File: src/rtl/acc_dispatch_sched.sv
// acc_dispatch_sched: instruction queue and dispatch sequencer for the
// FFT/FIR/IIR accelerators. Opcodes are buffered in a small FIFO and issued
// one at a time. Each issue raises one accelerator enable, waits for that
// accelerator's read_done and write_done, then pulses acc_done. Before the
// next entry starts, it waits for both done flags to drop.
//
// Ports:
//   clk, reset (async, active-low)
//   instr_valid/instr/instr_ready : instruction push handshake (opcode = instr[1:0])
//   {fft,fir,iir}_{read,write}_done : accelerator completion flags
//   {fft,fir,iir}_enable : registered, at most one high
//   acc_done/done_op : registered one-cycle completion pulse and its opcode
//   busy, fifo_count : status from registered state
//   timeout_err : registered watchdog pulse (only with ACC_TIMEOUT_EN)
//
// Optional feature macro: ACC_TIMEOUT_EN adds the RUN watchdog.
module acc_dispatch_sched #(
  parameter int unsigned DEPTH          = 4,
  parameter int unsigned CNT_W          = 3,
  parameter int unsigned TIMEOUT_CYCLES = 1024
) (
  input  logic             clk,
  input  logic             reset,
  input  logic             instr_valid,
  input  logic [31:0]      instr,
  output logic             instr_ready,
  input  logic             fft_read_done,
  input  logic             fft_write_done,
  input  logic             fir_read_done,
  input  logic             fir_write_done,
  input  logic             iir_read_done,
  input  logic             iir_write_done,
  output logic             fft_enable,
  output logic             fir_enable,
  output logic             iir_enable,
  output logic             acc_done,
  output logic [1:0]       done_op,
  output logic             busy,
`ifdef ACC_TIMEOUT_EN
  output logic             timeout_err,
`endif
  output logic [CNT_W-1:0] fifo_count
);

  localparam int unsigned AW  = (DEPTH > 1) ? $clog2(DEPTH) : 1;
  localparam int unsigned TCW = (TIMEOUT_CYCLES > 2) ? $clog2(TIMEOUT_CYCLES) : 1;

  typedef enum logic [1:0] {IDLE, RUN, DONE, DRAIN} state_t;

  state_t           state_q, state_nx;
  logic [1:0]       op_q, op_nx;
  logic             rd_seen_q, rd_nx;
  logic             wr_seen_q, wr_nx;
  logic [AW-1:0]    wr_ptr_q, rd_ptr_q;
  logic [CNT_W-1:0] count_q;
  logic [1:0]       mem_q [DEPTH];
  logic             push, pop, full;
  logic             sel_rd, sel_wr;
  logic             tmo_hit, err_nx;
  logic             unused_instr_bits;

  assign unused_instr_bits = ^instr[31:2];

  // FIFO status; NOP opcodes complete the handshake but are never stored
  assign full        = (count_q == CNT_W'(DEPTH));
  assign instr_ready = reset && !full;
  assign push        = instr_valid && instr_ready && (instr[1:0] != 2'b00);
  assign fifo_count  = count_q;
  assign busy        = (state_q != IDLE) || (count_q != '0);

  // Done flags of the accelerator selected by the latched opcode
  always_comb begin
    sel_rd = 1'b0;
    sel_wr = 1'b0;
    case (op_q)
      2'b01:   begin sel_rd = fft_read_done; sel_wr = fft_write_done; end
      2'b10:   begin sel_rd = fir_read_done; sel_wr = fir_write_done; end
      2'b11:   begin sel_rd = iir_read_done; sel_wr = iir_write_done; end
      default: begin sel_rd = 1'b0;          sel_wr = 1'b0;           end
    endcase
  end

  // Next-state logic
  always_comb begin
    state_nx = state_q;
    op_nx    = op_q;
    rd_nx    = rd_seen_q;
    wr_nx    = wr_seen_q;
    pop      = 1'b0;
    err_nx   = 1'b0;
    case (state_q)
      IDLE: begin
        if (count_q != '0) begin
          pop      = 1'b1;
          op_nx    = mem_q[rd_ptr_q];
          rd_nx    = 1'b0;
          wr_nx    = 1'b0;
          state_nx = RUN;
        end
      end
      RUN: begin
        // Current-cycle flags count, so simultaneous dones finish at once
        rd_nx = rd_seen_q | sel_rd;
        wr_nx = wr_seen_q | sel_wr;
        if (rd_nx && wr_nx) begin
          state_nx = DONE;
        end else if (tmo_hit) begin
          state_nx = DONE;
          err_nx   = 1'b1;
        end
      end
      DONE: state_nx = DRAIN;
      // Wait for stale dones to clear so they cannot finish the next op
      DRAIN: begin
        if (!sel_rd && !sel_wr) state_nx = IDLE;
      end
      default: state_nx = IDLE;
    endcase
  end

  // FIFO storage; flushed by pointer reset only
  always_ff @(posedge clk) begin
    if (push) mem_q[wr_ptr_q] <= instr[1:0];
  end

  // State, pointers and registered outputs (derived from next state)
  always_ff @(posedge clk or negedge reset) begin
    if (!reset) begin
      state_q    <= IDLE;
      op_q       <= 2'b00;
      rd_seen_q  <= 1'b0;
      wr_seen_q  <= 1'b0;
      wr_ptr_q   <= '0;
      rd_ptr_q   <= '0;
      count_q    <= '0;
      fft_enable <= 1'b0;
      fir_enable <= 1'b0;
      iir_enable <= 1'b0;
      acc_done   <= 1'b0;
      done_op    <= 2'b00;
    end else begin
      state_q   <= state_nx;
      op_q      <= op_nx;
      rd_seen_q <= rd_nx;
      wr_seen_q <= wr_nx;
      if (push) wr_ptr_q <= wr_ptr_q + AW'(1);
      if (pop)  rd_ptr_q <= rd_ptr_q + AW'(1);
      case ({push, pop})
        2'b10:   count_q <= count_q + CNT_W'(1);
        2'b01:   count_q <= count_q - CNT_W'(1);
        default: count_q <= count_q;
      endcase
      fft_enable <= (state_nx == RUN) && (op_nx == 2'b01);
      fir_enable <= (state_nx == RUN) && (op_nx == 2'b10);
      iir_enable <= (state_nx == RUN) && (op_nx == 2'b11);
      acc_done   <= (state_nx == DONE);
      done_op    <= (state_nx == DONE) ? op_q : 2'b00;
    end
  end

`ifdef ACC_TIMEOUT_EN
  logic [TCW-1:0] tcnt_q;

  assign tmo_hit = (tcnt_q == TCW'(TIMEOUT_CYCLES - 1));

  // RUN-cycle watchdog; held at zero outside RUN so entry starts from 0
  always_ff @(posedge clk or negedge reset) begin
    if (!reset) begin
      tcnt_q      <= '0;
      timeout_err <= 1'b0;
    end else begin
      tcnt_q      <= (state_q == RUN) ? tcnt_q + TCW'(1) : '0;
      timeout_err <= err_nx;
    end
  end
`else
  logic [32:0] unused_timeout_cfg;

  assign tmo_hit            = 1'b0;
  assign unused_timeout_cfg = {err_nx, 32'(TIMEOUT_CYCLES)};
`endif

endmodule
File: config.mk
export PLATFORM = sky130hd
export DESIGN_NAME = acc_dispatch_sched
export DESIGN_NICKNAME = d
export VERILOG_FILES = /design/src/rtl/acc_dispatch_sched.sv
export SDC_FILE = /design/constraint.sdc
export NUM_CORES = 1
export LEC_CHECK = 0
export ABC_AREA = 1
export ABC_CLOCK_PERIOD_IN_PS = 2300
export CAP_MARGIN = 10
export CORE_ASPECT_RATIO = 0.9
export CORE_MARGIN = 3
export CORE_UTILIZATION = 40
export DETAILED_ROUTE_END_ITERATION = 12
export PLACE_DENSITY_LB_ADDON = 0.05
export SYNTH_ARGS = -nofsm -noshare
export SYNTH_HDL_FRONTEND = slang
export SYNTH_SLANG_ARGS = --single-unit
File: constraint.sdc
create_clock -name clk -period 2.3 [get_ports clk]
set_input_delay 0.345 -clock clk [delete_from_list [all_inputs] [get_ports clk]]
set_output_delay 0.345 -clock clk [all_outputs]
set_load 0.1 [all_outputs]
==> impl_results.html <==
<table>
<tr><th>Metric</th><th>Value</th></tr>
<tr><th colspan="2">Run status</th></tr>
<tr><td>Outcome</td><td>complete, no violations</td></tr>
<tr><th colspan="2">Timing</th></tr>
<tr><td>Max_slew headroom</td><td>81.5%</td></tr>
<tr><td>Count of final setup violators</td><td>0</td></tr>
<tr><td>Hold violation count in the final report</td><td>0</td></tr>
<tr><td>Final number of max-transition violations</td><td>0</td></tr>
<tr><td>Worst-case clock skew</td><td>0.00925 ns</td></tr>
<tr><td>Maximum clock frequency</td><td>between 0.4 and 0.5 GHz</td></tr>
<tr><td>Fin crit share</td><td>87.5%</td></tr>
<tr><td>Final critical path time including I/O delays and setup</td><td>2.01 ns</td></tr>
<tr><td>Total negative slack for setup checks</td><td>0 ns</td></tr>
<tr><td>Slew at the pin closest to its max-slew limit</td><td>0.279 ns</td></tr>
<tr><td>Final setup margin</td><td>0.287 ns</td></tr>
<tr><td>Setup repair after global routing missed its margin</td><td>no</td></tr>
<tr><th colspan="2">Placed design</th></tr>
<tr><td>HPWL Detailed</td><td>1.82 mm</td></tr>
<tr><td>Number of port buffers</td><td>21</td></tr>
<tr><td>Routability congestion estimate from global placement</td><td>roughly 0.76</td></tr>
<tr><td>Worst setup slack before clock tree synthesis</td><td>slightly below 0.08 ns</td></tr>
<tr><th colspan="2">Pwr</th></tr>
<tr><td>Fraction of power consumed by the clock network</td><td>~8.0%</td></tr>
<tr><td>Switching share of total power</td><td>54.1%</td></tr>
<tr><td>Total net switching power</td><td>1.36 mW</td></tr>
<tr><td>Proportion of power drawn by combinational gates</td><td>59.5%</td></tr>
<tr><td>Internal power contribution</td><td>1.16 mW</td></tr>
<tr><td>Power density of the placed cells</td><td>1520 nW/um^2</td></tr>
<tr><td>Worst vdd ir</td><td>around 0.94 mV</td></tr>
<tr><td>Sequential cell fraction of total power</td><td>32.5%</td></tr>
<tr><td>Total power</td><td>2.52 mW</td></tr>
<tr><td>P_leak</td><td>roughly 0.8 nW</td></tr>
<tr><th colspan="2">Die</th></tr>
<tr><td>Die X</td><td>66.3 um</td></tr>
<tr><td>Row Count</td><td>19</td></tr>
<tr><td>Total die area</td><td>roughly 4000 sq um</td></tr>
<tr><td>Effective utilization at floorplan</td><td>between 40 and 50%</td></tr>
<tr><td>Area of the core</td><td>3090 sq um</td></tr>
<tr><td>Count of pins on the block boundary</td><td>52</td></tr>
<tr><td>Height of the die</td><td>60.3 um</td></tr>
<tr><th colspan="2">Flow run</th></tr>
<tr><td>Count of maximum capacitance violations</td><td>0</td></tr>
<tr><th colspan="2">GRT</th></tr>
<tr><td>Largest net degree at the start of global routing</td><td>20</td></tr>
<tr><td>Number of global-route vias before repair</td><td>between 800 and 900</td></tr>
<tr><td>First-pass GRT wire length</td><td>3.84 mm</td></tr>
<tr><td>Antenna violations before repair</td><td>0</td></tr>
<tr><td>Aggregate global routing overflow</td><td>0</td></tr>
<tr><td>Combined global-route utilization of all metal layers</td><td>around an eighth</td></tr>
<tr><th colspan="2">Synth</th></tr>
<tr><td>Area share of the largest cell type after synthesis</td><td>36.3%</td></tr>
<tr><td>Syn nets</td><td>around 180</td></tr>
<tr><td>Most used standard cells in the synthesized netlist</td><td>inv_1 (24), dfrtp_1 (19), nor2_1 (18), nand2_1 (16), nand3_1 (11)</td></tr>
<tr><td>Most frequently used cell type in the post-synthesis netlist</td><td>inv_1</td></tr>
<tr><td>Number of warnings issued by yosys</td><td>0</td></tr>
<tr><td>Cell type contributing the most total cell area after synthesis</td><td>dfrtp_1</td></tr>
<tr><td>Dominant cells by area after synthesis</td><td>dfrtp_1 (36%), edfxtp_1 (18%), inv_1 (6.9%), nor2_1 (5.2%), ha_1 (4.8%)</td></tr>
<tr><td>Flip-flop and latch count after synthesis</td><td>27</td></tr>
<tr><td>Sequential cell area fraction in the yosys report</td><td>a little over half</td></tr>
<tr><td>Number of enable-type register cells in the synthesized netlist</td><td>8</td></tr>
<tr><td>Async SR Flop Fraction</td><td>70.4%</td></tr>
<tr><td>Post-Synthesis Cell Area</td><td>1310 sq um</td></tr>
<tr><td>Synthesized area per cell</td><td>9.70 sq um</td></tr>
<tr><td>Distinct cell type count after synthesis</td><td>26</td></tr>
<tr><td>Synth Flop Type</td><td>dfrtp_1</td></tr>
<tr><td>Count of mapped cells out of synthesis</td><td>135</td></tr>
<tr><th colspan="2">Final layout</th></tr>
<tr><td>Fraction of layout instances using a drive strength above 1</td><td>26.1%</td></tr>
<tr><td>Sequential cell area</td><td>724 sq um</td></tr>
<tr><td>Multi-input logic area</td><td>502 sq um</td></tr>
<tr><td>Net count reported at finish</td><td>between 200 and 250</td></tr>
<tr><td>Synth-to-layout area growth</td><td>26.0%</td></tr>
<tr><td>FILL cells</td><td>just under 300</td></tr>
<tr><td>Ant. Diodes</td><td>0</td></tr>
<tr><th colspan="2">Clocking</th></tr>
<tr><td>Clock Sink Count</td><td>27</td></tr>
<tr><td>Post-CTS setup repair buffer count</td><td>0</td></tr>
<tr><td>Post-CTS Hold Buffers</td><td>0</td></tr>
<tr><td>Clock network latency to the later pin of the worst-skew pair</td><td>0.32 ns</td></tr>
<tr><td>TritonCTS buffer count</td><td>3</td></tr>
<tr><td>Buffers from clock root to sink, at most</td><td>2</td></tr>
<tr><td>Clock root buffer master</td><td>clkbuf_4</td></tr>
<tr><td>CTS clk-pin slew, worst paths</td><td>about 0.14 ns</td></tr>
<tr><td>Clock tree from TritonCTS</td><td>built</td></tr>
<tr><td>Number of gates resized after cts</td><td>0</td></tr>
<tr><td>H-tree levels</td><td>1</td></tr>
<tr><th colspan="2">Worst setup path</th></tr>
<tr><td>Startpoint type of the worst setup path</td><td>register</td></tr>
<tr><td>Flop2flop setup slack</td><td>0.29 ns</td></tr>
<tr><td>Worst-path fanout max</td><td>4</td></tr>
<tr><td>Worst endpoint data arrival time</td><td>between 2 and 2.5 ns</td></tr>
<tr><td>Data required, critical path</td><td>2.51 ns</td></tr>
<tr><td>Kind of critical path</td><td>register to register</td></tr>
<tr><td>CP Capture Type</td><td>register</td></tr>
<tr><th colspan="2">Detailed routing</th></tr>
<tr><td>Via density</td><td>4.43</td></tr>
<tr><td>Final routed wirelength across all metal layers</td><td>2.27 mm</td></tr>
<tr><td>1st-iter DRT viols</td><td>41</td></tr>
<tr><td>DR DRC count</td><td>0</td></tr>
<tr><td>Number of nets with antenna violations after routing</td><td>0</td></tr>
<tr><td>Total vias in the final route</td><td>slightly above 900</td></tr>
<tr><td>DR WL/cell</td><td>11.0 um</td></tr>
<tr><td>Count of TritonRoute iterations in the first routing pass</td><td>4</td></tr>
<tr><th colspan="2">Min path</th></tr>
<tr><td>Hold/Removal Path Class</td><td>input pin to asynchronous set/reset pin</td></tr>
</table>
==> cells in the final DEF, fill, tap and decap left out, types with 2 or more instances in the layout <==
cell,n
inv_1,23
nor2_1,18
nand2_1,16
dfrtp_1,16
buf_4,15
nand3_1,11
clkdlybuf4s50_1,10
edfxtp_1,8
inv_2,5
nand3_2,4
nand2_2,4
ha_1,4
xor2_1,3
clkbuf_4,3
nand4_1,2
o21ai_0,2
a21oi_1,2
dfrtp_4,2
==> routing by layer <==
metal  routed length [um]  track usage, %  up-vias
met2                 1020            20.2       14
met1                 1140            17.7      421
met4                   34            6.96        0
li1                     -               -      478
met5                    0               0        -
met3                   68            2.26        4
==> worst paths after layout <==
kind,to,depth (start not counted),start
setup / recovery,fifo_count[2]$_DFFE_PN0P_,9,fifo_count[1]$_DFFE_PN0P_
hold / removal,fir_enable$_DFF_PN0_,2,reset
setup reg to reg,fifo_count[2]$_DFFE_PN0P_,9,fifo_count[1]$_DFFE_PN0P_
hold reg to reg,rd_seen_q$_DFFE_PN0P_,2,rd_seen_q$_DFFE_PN0P_
max in group asynchronous,fifo_count[2]$_DFFE_PN0P_,2,reset
min in group clk,rd_seen_q$_DFFE_PN0P_,2,rd_seen_q$_DFFE_PN0P_
==> sequential cells by signal (all words and copies together) (netlist names), 2 cells and up <==
register    flops
wr_ptr_q        2
op_q            2
fifo_count      3
done_op         2
mem_q           8
rd_ptr_q        2
state_q         2
==> power groups by stage <==
| stage | clock network (mW) | registers, mW | logic, mW |
|---|---|---|---|
| 2_1_floorplan | 0 | 1.33 | 0.667 |
| 3_3_place_gp | 0 | 0.823 | 1.50 |
| 3_5_place_dp | 0 | 0.829 | 1.50 |
| 4_1_cts | 0.214 | 0.818 | 1.51 |
| 5_1_grt | 0.235 | 0.844 | 1.64 |
| 6_report | 0.201 | 0.817 | 1.50 |
==> kinds of logic (layout without fill, tap and decap cells) <==
logic type      Yosys count  after routing  synth area share [%]
xor+xnor                  4              4                  2.67
compound gates            8              8                  4.30
fa+ha+maj                 6              6                  6.30
flops                    27             27                  54.6
simple gates             61             61                  23.6
buf+inv                  29             59                  8.50
==> worst max-delay path, cell delays in order (launching register included) <==
cell and delay (ns):
dfrtp_4 0.53, nor2_4 0.17, a21boi_4 0.09, o211ai_4 0.09, ha_2 0.20, inv_2 0.04
fa_1 0.37, a21oi_1 0.14, o21ai_0 0.11, xor2_1 0.15
==> layout make-up <==
type	count	area share, %
flip-flops and latches	27	43.9
multi-input cells	79	30.4
repair buffers	26	14.1
inverters	29	6.75
well taps	42	3.18
clock buffers	3	1.36
clock inverters	1	0.303
==> through the flow <==
stage	utilization (%)	area, sq um	hold slack, ns	cells
finish	53.4	1650	0.446	207
global route	53.4	1650	0.454	207
CTS	53.4	1650	0.449	207
detailed placement	52.5	1620	0.497	203
global placement	52.5	1620	0.494	203
floorplan	-	1340	0.0494	135
Power figures use the tool's default switching activity.
==> patch: new RTL, same settings <==
Encoding of `state_t`: now one-hot (4 bits for 4 states).
--- a/src/rtl/acc_dispatch_sched.sv
+++ b/src/rtl/acc_dispatch_sched.sv
@@ -47,3 +47,3 @@
 
-  typedef enum logic [1:0] {IDLE, RUN, DONE, DRAIN} state_t;
+  typedef enum logic [3:0] {IDLE = 4'b0001, RUN = 4'b0010, DONE = 4'b0100, DRAIN = 4'b1000} state_t;
 
Function: no difference found for any inputs over 10 cycles, from zero or initial values and one cycle with reset low; not proved beyond that.
==> patch against the unedited design <==
Final area grew 16%; wire length grew 26%; largest power group unchanged; power grew 18%; synthesized cell count grew 18%; synthesized area grew 11%; final cell count grew 14%; highest routed layer unchanged; non-clock buffer count shrank 1; worst setup slack lost 0.078 ns; sequential cell count grew 2.
==> patch: results <==
set metrics [dict create \
    wl_per_cell_microns 12.2 \
    stdcell_count 235 \
    grt_pass1_wl_mm 4.93 \
    cts_max_level 2 \
    grt_use_total_pct 14.4 \
    ys_seq_area_share_pct 52.6 \
    clockRootBuffer "clkbuf_8" \
    grtUsageMet2_pct 23.1 \
    skew_ns 0.00709 \
    place_ws_ns 0.150 \
    yosys-top-cells-count "26 x inv_1, 24 x nand2_1, 20 x dfrtp_1" \
    clock_latency_ns 0.28 \
    swShare_pct 48.6 \
    grt_use_met3_pct 4.47 \
    placed_cells_incl_taps 227 \
    ys_top_cells_by_area "dfrtp_1 34%, edfxtp_1 16%, inv_1 6.7%, nand2_1 6.2%, nand3_1 5.5%" \
    avgSynthCellArea_sq_um 9.17 \
    yosys.area_share.adder_pct 5.67 \
    fillers 301 \
    worstPathArrival_ns 2.24 \
    max-vdd-ir-drop_v 0.00118 \
    tightest_slew_ns 0.350 \
    cts.clk_slew.worst_paths_ns 0.07 \
    area_growth_pct 31.0 \
    num_vias 1108 \
    critPathMaxFanout 5 \
    status "completed" \
    synth_compound_area_share_pct 4.89 \
    use_met1_pct 18.2 \
    clockBufferDepth 2 \
    numCtsBuffers 5 \
    p_leak_nw 0.902 \
    synthesis.nets 206 \
    drt_iter0_markers 80 \
    async_flop_share_pct 72.4 \
    place.detailed.hpwl_mm 2.15 \
    place_area_sq_um 1790 \
]
patch: power by group through the flow:
stage / registers (mW) / logic (mW) / clock network [mW]
floorplan: 1.18 / 0.928 / 0
global placement: 0.860 / 1.56 / 0
detailed placement: 0.867 / 1.59 / 0
CTS: 0.859 / 1.62 / 0.539
global route: 0.885 / 1.75 / 0.562
finish: 0.858 / 1.60 / 0.524
patch: worst max-delay path, stage by stage (launching register included):
cell and delay [ns]:
dfstp_2 0.57, nand3_1 0.16, nor2_4 0.25, ha_4 0.16
inv_2 0.04, fa_1 0.39, a21oi_1 0.14, o21ai_0 0.10
xor2_1 0.15
patch: worst paths after layout:
check / from / to / slack [ns] / cells past startpoint
worst max-delay path: state_q[0] / fifo_count[2] / 0.21 / 8
worst min-delay path: reset / rd_ptr_q[0] / 0.50 / 2
worst max register to register: state_q[0] / fifo_count[2] / 0.21 / 8
worst min register to register: wr_seen_q / wr_seen_q / 0.50 / 2
max in group asynchronous: reset / state_q[0] / 1.52 / 2
min in group clk: wr_seen_q / wr_seen_q / 0.50 / 2
patch: layout make-up:
type                       count  share of cell area (%)
multi-input combinational     98                    31.5
inverter                      31                    6.36
clock buffer                   5                    3.60
tap                           44                    2.88
clock inverter                 3                    2.42
sequential                    29                    40.8
timing repair buffer          25                    12.5
patch: layer usage:
metal	part of all wire [%]	wire length, microns	vias up
met5	0	0	-
met4	1.6	46	0
met3	6.4	183	5
met2	47	1330	29
met1	45	1300	507
li1	-	-	567
patch: cells by family (layout without fill, tap and decap cells):
kind of cell             Yosys count  after routing
AND/OR/NAND/NOR                   75             75
buffers and inverters             32             64
flip-flops                        29             29
AO/OA/AOI/OAI                     13             13
adder cells (fa/ha/maj)            6              6
XOR/XNOR                           4              4
